### src/rtl/div_responder_pkg.sv
// Shared divider definitions: ALU op codes, iteration count and FSM state encodings.
package div_responder_pkg;

    localparam int unsigned DIV_CYCLES = 32;

    localparam logic [7:0] EXE_DIV_OP  = 8'b0001_1010;
    localparam logic [7:0] EXE_DIVU_OP = 8'b0001_1011;

    typedef enum logic [1:0] {
        ST_IDLE   = 2'b00,
        ST_BYZERO = 2'b01,
        ST_ON     = 2'b10,
        ST_END    = 2'b11
    } div_state_t;

endpackage

### src/rtl/div_responder.sv
// Multi-cycle restoring divider for the ALU: signed/unsigned, {remainder, quotient} result,
// start/ready handshake with pipeline annul and divide-by-zero reporting.
module div_responder
    import div_responder_pkg::*;
#(
    parameter int unsigned WIDTH = DIV_CYCLES
) (
    input  logic                 clk,
    input  logic                 rst,
    input  logic                 signed_div,
    input  logic [WIDTH-1:0]     opdata1,
    input  logic [WIDTH-1:0]     opdata2,
    input  logic                 start,
    input  logic                 annul,
    output logic [2*WIDTH-1:0]   result,
    output logic                 ready,
    output logic                 div_zero
);

    localparam int unsigned CW = (WIDTH > 1) ? $clog2(WIDTH) : 1;

    div_state_t        state;
    logic [CW-1:0]     cnt;
    logic [WIDTH-1:0]  quot;
    logic [WIDTH-1:0]  divisor;
    logic [WIDTH-1:0]  rem;
    logic              neg_q;
    logic              neg_r;
    logic              zero_div;

    logic [WIDTH-1:0]  mag1;
    logic [WIDTH-1:0]  mag2;
    logic [WIDTH:0]    rem_shift;
    logic [WIDTH:0]    diff;
    logic [WIDTH-1:0]  q_final;
    logic [WIDTH-1:0]  r_final;

    always_comb begin
        mag1      = (signed_div && opdata1[WIDTH-1]) ? -opdata1 : opdata1;
        mag2      = (signed_div && opdata2[WIDTH-1]) ? -opdata2 : opdata2;
        rem_shift = {rem, quot[WIDTH-1]};
        diff      = rem_shift - {1'b0, divisor};
        q_final   = neg_q ? -quot : quot;
        r_final   = neg_r ? -rem : rem;
    end

    always_ff @(posedge clk or negedge rst) begin
        if (!rst) begin
            state    <= ST_IDLE;
            cnt      <= '0;
            quot     <= '0;
            divisor  <= '0;
            rem      <= '0;
            neg_q    <= 1'b0;
            neg_r    <= 1'b0;
            zero_div <= 1'b0;
            result   <= '0;
            ready    <= 1'b0;
            div_zero <= 1'b0;
        end else if (annul) begin
            state    <= ST_IDLE;
            result   <= '0;
            ready    <= 1'b0;
            div_zero <= 1'b0;
        end else begin
            case (state)
                ST_IDLE: begin
                    result   <= '0;
                    ready    <= 1'b0;
                    div_zero <= 1'b0;
                    if (start) begin
                        quot     <= mag1;
                        divisor  <= mag2;
                        rem      <= '0;
                        cnt      <= '0;
                        neg_q    <= signed_div && (opdata1[WIDTH-1] ^ opdata2[WIDTH-1]);
                        neg_r    <= signed_div && opdata1[WIDTH-1];
                        zero_div <= 1'b0;
                        state    <= (opdata2 == '0) ? ST_BYZERO : ST_ON;
                    end
                end
                ST_BYZERO: begin
                    quot     <= '0;
                    rem      <= '0;
                    neg_q    <= 1'b0;
                    neg_r    <= 1'b0;
                    zero_div <= 1'b1;
                    state    <= ST_END;
                end
                ST_ON: begin
                    // quot doubles as the dividend shift register; quotient bits enter at the LSB
                    if (!diff[WIDTH]) begin
                        rem  <= diff[WIDTH-1:0];
                        quot <= {quot[WIDTH-2:0], 1'b1};
                    end else begin
                        rem  <= rem_shift[WIDTH-1:0];
                        quot <= {quot[WIDTH-2:0], 1'b0};
                    end
                    cnt <= cnt + CW'(1);
                    if (cnt == CW'(WIDTH - 1)) begin
                        state <= ST_END;
                    end
                end
                ST_END: begin
                    if (!start) begin
                        state    <= ST_IDLE;
                        result   <= '0;
                        ready    <= 1'b0;
                        div_zero <= 1'b0;
                    end else begin
                        result   <= {r_final, q_final};
                        ready    <= 1'b1;
                        div_zero <= zero_div;
                    end
                end
                default: state <= ST_IDLE;
            endcase
        end
    end

endmodule
### config.mk
export PLATFORM = sky130hd
export DESIGN_NAME = div_responder
export DESIGN_NICKNAME = d
export VERILOG_FILES = /design/src/rtl/div_responder_pkg.sv /design/src/rtl/div_responder.sv
export SDC_FILE = /design/constraint.sdc
export NUM_CORES = 1
export LEC_CHECK = 0
export CORE_AREA = 2 2 153 155
export CTS_CLUSTER_DIAMETER = 150
export DETAILED_ROUTE_END_ITERATION = 6
export DIE_AREA = 0 0 155 157
export PLACE_DENSITY = 0.78
export REMOVE_ABC_BUFFERS = 1
export SLEW_MARGIN = 20
export SYNTH_ARGS = -nofsm -noshare
export SYNTH_HDL_FRONTEND = slang
export SYNTH_SLANG_ARGS = --single-unit
### constraint.sdc
create_clock -name clk -period 4.25 [get_ports clk]
set_clock_uncertainty 0.1 [all_clocks]
set_input_delay 0.425 -clock clk [delete_from_list [all_inputs] [get_ports clk]]
set_output_delay 0.425 -clock clk [all_outputs]
set_load 0.01 [all_outputs]
==> metrics.txt, run 1 <==
Max Cap Viol 0; share of layout cells above drive strength 1 4.699%; CTS Buf Count 17; Synth cell types 63; Die X 155 um; Final nets 1,547; Routed WL 29.17 mm; slew at the pin with the worst max-slew slack 0.9906 ns; FMAX 261.4 MHz; Via Count 10.09k; Finished Layout Cells 1,733; DRC 0; Crit path largest cell delay 0.55 ns; P_int 5529 uW; synthesized flop and latch total 172; switch share 48.99%; Synth warnings 0; post-layout util 59.58%; crit path capture type flop; worst hold slack 0.3761 ns; number of flops mapped to enable cells by yosys 0; crit start category flop; Post-CTS Resized 0; Flop pwr share 25.6%; routed vias/inst 5.822; TritonCTS clock tree yes; Clock Latency Late Sink 0.44 ns; CP top delay family compound AO/OA/AOI/OAI gates; global-route wire length before repair 47.80 mm; H-tree depth 4; Sw Pwr 5310 uW; CTS clk-pin slew, worst paths 0.07 ns; Fin Setup TNS 0 ns; port bufs 134; total congestion overflow 0; RSZ-0062 raised after global routing no; status finished clean; Slowest cell on crit path or4b_1; hpwl dp 21.65 mm; vias in the first global route 9,524; hold_sp result[15]$_DFFE_PN0P_; CP required 4.53 ns; Synth Instances 1,329; P&R area growth vs syn 19.91%; fin crit period 3.825 ns; min-delay worst type flop to flop; clock root cell clkbuf_16; Crit. Startpoint quot[31]$_DFFE_PN0P_; largest net degree at the start of global routing 93; Fin. Hold Viols 0; DRT antenna net count 0; antenna violations before repair 1; # fillers 1,994; leak pwr 0.005767 uW; Power Density 808.5 mW/mm^2; dpl cells 1,699; FF/Latch Area 0.004304 mm^2; Finish-stage setup viols 0; VDD IR-drop max 0.0005011 V; critical path cell sequence inv_1 -> ha_1 -> fa_1 -> nand2b_1 -> a21oi_1 -> o211ai_1 -> a211oi_1 -> buf_4 -> nor3_1 -> o31ai_1 -> o311ai_4 -> buf_12 -> or4b_1 -> nand3_1; drt first-iter violations 767; register area share after synthesis 38.50%; per-cell routed wire length 16.83 um; Crit Path Category flop to flop; Slew Viols, Final 0; Mean Syn Cell Area 8.413 um^2; CP bufs+invs 3; clock power share 14.7%; IO Count 135; crit path max fanout 53; RR Startpoint quot[31]$_DFFE_PN0P_; routability congestion estimate from global placement 0.9070; CTS sink cnt 172; Core Rows 55; CTS Buffer Depth 2; die height 157 um; top_reg_cell synth dfrtp_1; all-layer global routing usage 24.29%; Gate power share 59.7%; fraction of registers with async set/reset 100.0%; die footprint 0.02434 mm^2; footprint of the multi-input gates 0.006447 mm^2; initial core utilization 49.69%; Core Box Area 0.02250 mm^2; Critical Path AT 4.11 ns; Rel. slew slack 33.96%; 1st-pass router iterations 5; Final period util 90.01%; setup bufs post-CTS 0; Mapped Area 0.01118 mm^2
-- power by group through the flow --
stage | combinational [uW] | sequential [uW] | clock (uW)
3_3_place_gp | 6260 | 2760 | 0
6_report | 6470 | 2770 | 1600
4_1_cts | 6430 | 2750 | 1610
2_1_floorplan | 4780 | 2600 | 0
3_5_place_dp | 6380 | 2780 | 0
5_1_grt | 7230 | 2850 | 1670
-- state kept, by name (all words and copies together), names as in the netlist --
signal	flops
result	64
divisor	32
quot	32
rem	32
cnt	5
state	2
div_zero	1
neg_q	1
neg_r	1
ready	1
zero_div	1
-- synthesized netlist by cell type (5+ instances only) --
master	number	area, um^2
o21ai_0	208	1041
or2_2	5	31.28
nor4_1	9	56.30
nand4_1	5	31.28
xor2_1	84	735.7
a31oi_1	9	56.30
inv_1	55	206.5
mux2i_1	13	130.1
a22oi_1	18	135.1
buf_1	7	26.28
o41ai_1	16	140.1
nand3_1	29	145.1
o31ai_1	25	187.7
nand2b_1	15	93.84
a22o_1	5	43.79
nand2_1	218	818.3
and2_1	6	37.54
o311ai_0	19	166.4
or4_1	9	67.56
a32oi_1	5	43.79
or3_1	15	93.84
nor2_1	58	217.7
nor2b_1	7	43.79
clkbuf_1	56	210.2
nor3_1	19	95.09
a21oi_1	60	300.3
and3_1	9	56.30
a21o_1	9	67.56
ha_1	43	538.0
xnor2_1	61	534.3
dfrtp_1	172	4304
-- cells in the final DEF (no fill, tap or decap), types with 25 or more instances in the layout --
cell type and count:
clkdlybuf4s50_1 133, inv_1 55, o31ai_1 25, nand3_1 29, dfrtp_1 172, ha_1 43, a21oi_1 60, nand2_1 218
xnor2_1 61, o21ai_0 208, nor2_1 58, xor2_1 84
-- cells by family (layout without fill, tap and decap cells) --
| family | count (synthesis) | count (layout) | share of synthesized area (%) |
|---|---|---|---|
| flip-flops | 172 | 172 | 38.50 |
| AO/OA/AOI/OAI | 410 | 410 | 22.18 |
| AND/OR/NAND/NOR | 425 | 425 | 17.76 |
| buffers and inverters | 120 | 238 | 4.051 |
| multiplexers | 13 | 13 | 1.164 |
| other | 0 | 1 | 0 |
| adder cells (fa/ha/maj) | 44 | 44 | 4.991 |
| XOR/XNOR | 145 | 145 | 11.36 |
-- per-layer routing --
| layer | wire, um | global-route usage, % | vias up |
|---|---|---|---|
| li1 | - | - | 4933 |
| met4 | 537 | 7.892 | 0 |
| met1 | 13290 | 33.26 | 4807 |
| met2 | 13870 | 40.19 | 309 |
| met5 | 0 | 0 | - |
| met3 | 1474 | 3.111 | 41 |
-- cell type report --
type,count,area share (%)
Multi-Input combinational cell,1037,48.09
Sequential cell,172,32.10
Timing Repair Buffer,151,11.17
Clock buffer,18,3.201
Tap cell,285,2.660
Inverter,55,1.540
Clock inverter,14,1.213
Antenna cell,1,0.01867
-- stage by stage --
stage                     worst slack [ns]  power (uW)  instance area (um^2)
after floorplan                     -1.945        7378                 10930
after global placement              0.5107        9013                 12800
after detailed placement            0.4667        9159                 12800
after CTS                           0.4252       10790                 13400
after global routing                0.1173       11750                 13410
final                               0.4247       10840                 13410
-- worst register-to-register path, delay by kind of cell (launching register included) --
kind	cells	cell delay [ns]
AO/OA/AOI/OAI	5	1.32
AND/OR/NAND/NOR	4	0.90
adder cells (fa/ha/maj)	2	0.62
buffers and inverters	3	0.44
flip-flops	1	0.37
-- final timing paths --
check / to / slack [ns] / cells past startpoint
worst min register to register: result[15]$_DFFE_PN0P_ / 0.38 / 2
worst max register to register: rem[15]$_DFFE_PN0P_ / 0.42 / 14
worst max-delay path: rem[15]$_DFFE_PN0P_ / 0.42 / 14
min in group asynchronous: rem[3]$_DFFE_PN0P_ / 0.50 / 2
worst min-delay path: result[15]$_DFFE_PN0P_ / 0.38 / 2
max in group asynchronous: result[25]$_DFFE_PN0P_ / 2.62 / 3
-- timing repair --
action | CTS | global route
hold buffers | 1 | 0
setup endpoints to repair | 0 | 0
endpoints found under the hold margin | 80 | 0
No activity file was read; power rests on OpenSTA's default activity.
==> run 2, diff against run 1 <==
- PLACE_DENSITY: 0.78 -> 0.81
- clock period: 4.25 -> 3.4 ns (I/O delays scaled with it)
==> metrics.txt, run 2 (synthesized netlist as in run 1, its figures left out) <==
die footprint 0.02434 mm^2; most common cell after layout, fill and taps aside nand2_1; routability congestion estimate from global placement 0.9537; Final WS setup 0.02454 ns; 1st-pass router iterations 5; DRC 0; M3 GR Usage 3.056%; total congestion overflow 0; P&R area growth vs syn 24.97%; crit path capture type flop; H-tree depth 4; Crit Path Category flop to flop; worst hold slack 0.3759 ns; largest net degree at the start of global routing 79; leak pwr 0.006083 uW; status finished clean; share of layout cells above drive strength 1 8.896%; global-route met1 utilization 34.90%; Final nets 1,595; Final period util 99.28%; Power Density 1063 mW/mm^2; all-layer global routing usage 25.14%; IO Count 135; Largest register FFs 64; crit start category flop; CP required 3.62 ns; fin crit period 3.375 ns; slew at the pin with the worst max-slew slack 0.9640 ns; Slew Viols, Final 0; total chip power 14,850 uW; clock root cell clkbuf_16; CTS clk-pin slew, worst paths 0.07 ns; min-delay worst type flop to flop; commonest cells after routing, fill and taps aside nand2_1 (218), o21ai_0 (206), dfrtp_1 (171); Rel. slew slack 35.73%; RSZ-0062 raised after global routing yes; initial core utilization 49.69%; Biggest register result; ant diodes 0; vias in the first global route 9,863; VDD IR-drop max 0.0005876 V; drt first-iter violations 815; CTS sink cnt 172; DRT antenna net count 0; TritonCTS clock tree yes; Core Rows 55; routing usage on met2 41.19%; FMAX 296.3 MHz; routed vias/inst 5.853; CTS Buf Count 17; crit path max fanout 8; die height 157 um; dpl ws -0.08800 ns; Finish-stage setup viols 0; Die X 155 um; hpwl dp 22.38 mm; gr busiest metal met2; Core Box Area 0.02250 mm^2; Max Cap Viol 0; per-cell routed wire length 17.20 um; port bufs 134; antenna violations before repair 0; CTS Buffer Depth 2; Routed WL 30.62 mm; # fillers 1,896; Fin. Hold Viols 0; Clock Latency Late Sink 0.44 ns; global-route wire length before repair 49.43 mm; Via Count 10.42k; Critical Path AT 3.60 ns
## run 2: power by group
| group | internal, uW | leakage [uW] | switching [uW] | total, uW |
|---|---|---|---|---|
| combinational | 3870 | 0.00348 | 5470 | 9340 |
| sequential | 2640 | 0.00230 | 778 | 3410 |
| clock | 1200 | 0.000301 | 895 | 2090 |
## run 2: critical path, stage by stage, from the launching register on
cell,delay [ns]
dfrtp_1,0.37
inv_2,0.07
ha_4,0.16
fa_2,0.35
nand2b_4,0.17
a21oi_4,0.15
o211ai_1,0.17
a211oi_2,0.23
buf_4,0.17
o41ai_4,0.08
o311ai_4,0.63
buf_4,0.24
clkbuf_16,0.14
o221ai_2,0.07
a21boi_2,0.16
## run 2: area by class of cell
| type | instances | area (um^2) | area share, % |
|---|---|---|---|
| sequential | 172 | 4305 | 30.81 |
| inverter | 55 | 206.4 | 1.478 |
| clock inverter | 13 | 183.9 | 1.316 |
| tap | 285 | 356.6 | 2.552 |
| clock buffer | 19 | 442.9 | 3.170 |
| timing repair buffer | 199 | 1922 | 13.75 |
| multi-input combinational | 1037 | 6555 | 46.91 |
## run 2: worst paths after layout
path | start | endpoint | slack (ns) | cells after the start
worst max-delay path | quot[31]$_DFFE_PN0P_ | quot[0]$_DFFE_PN0P_ | 0.02 | 14
worst min-delay path | result[13]$_DFFE_PN0P_ | result[13]$_DFFE_PN0P_ | 0.38 | 2
worst max register to register | quot[31]$_DFFE_PN0P_ | quot[0]$_DFFE_PN0P_ | 0.02 | 14
worst min register to register | result[13]$_DFFE_PN0P_ | result[13]$_DFFE_PN0P_ | 0.38 | 2
max in group asynchronous | rst | result[57]$_DFFE_PN0P_ | 1.94 | 3
min in group asynchronous | rst | cnt[1]$_DFFE_PN0P_ | 0.41 | 2
## run 2: layer usage
layer	wire length (um)	vias to the layer above
li1	-	5025
met1	13890	4974
met2	14360	377
met3	1868	43
met4	491	0
met5	0	-
## run 2: metrics by stage
step | instance area [um^2] | util [%] | cells | TNS [ns]
after floorplan | 10930 | - | 1264 | -154.14
after global placement | 13090 | 58.16 | 1737 | -0.04424
after detailed placement | 13090 | 58.16 | 1737 | -0.5457
after CTS | 13730 | 61.02 | 1770 | 0
after global routing | 13970 | 62.09 | 1780 | -0.3017
final | 13970 | 62.09 | 1780 | 0
## run 2: what timing repair did
item / CTS / global route
setup endpoints to repair: 16 / 38
resized for setup: 3 / 32
setup buffers: 0 / 5
hold buffers: 1 / 0
pin swaps: 0 / 4
endpoints found under the hold margin: 74 / 0
cloned: 0 / 5
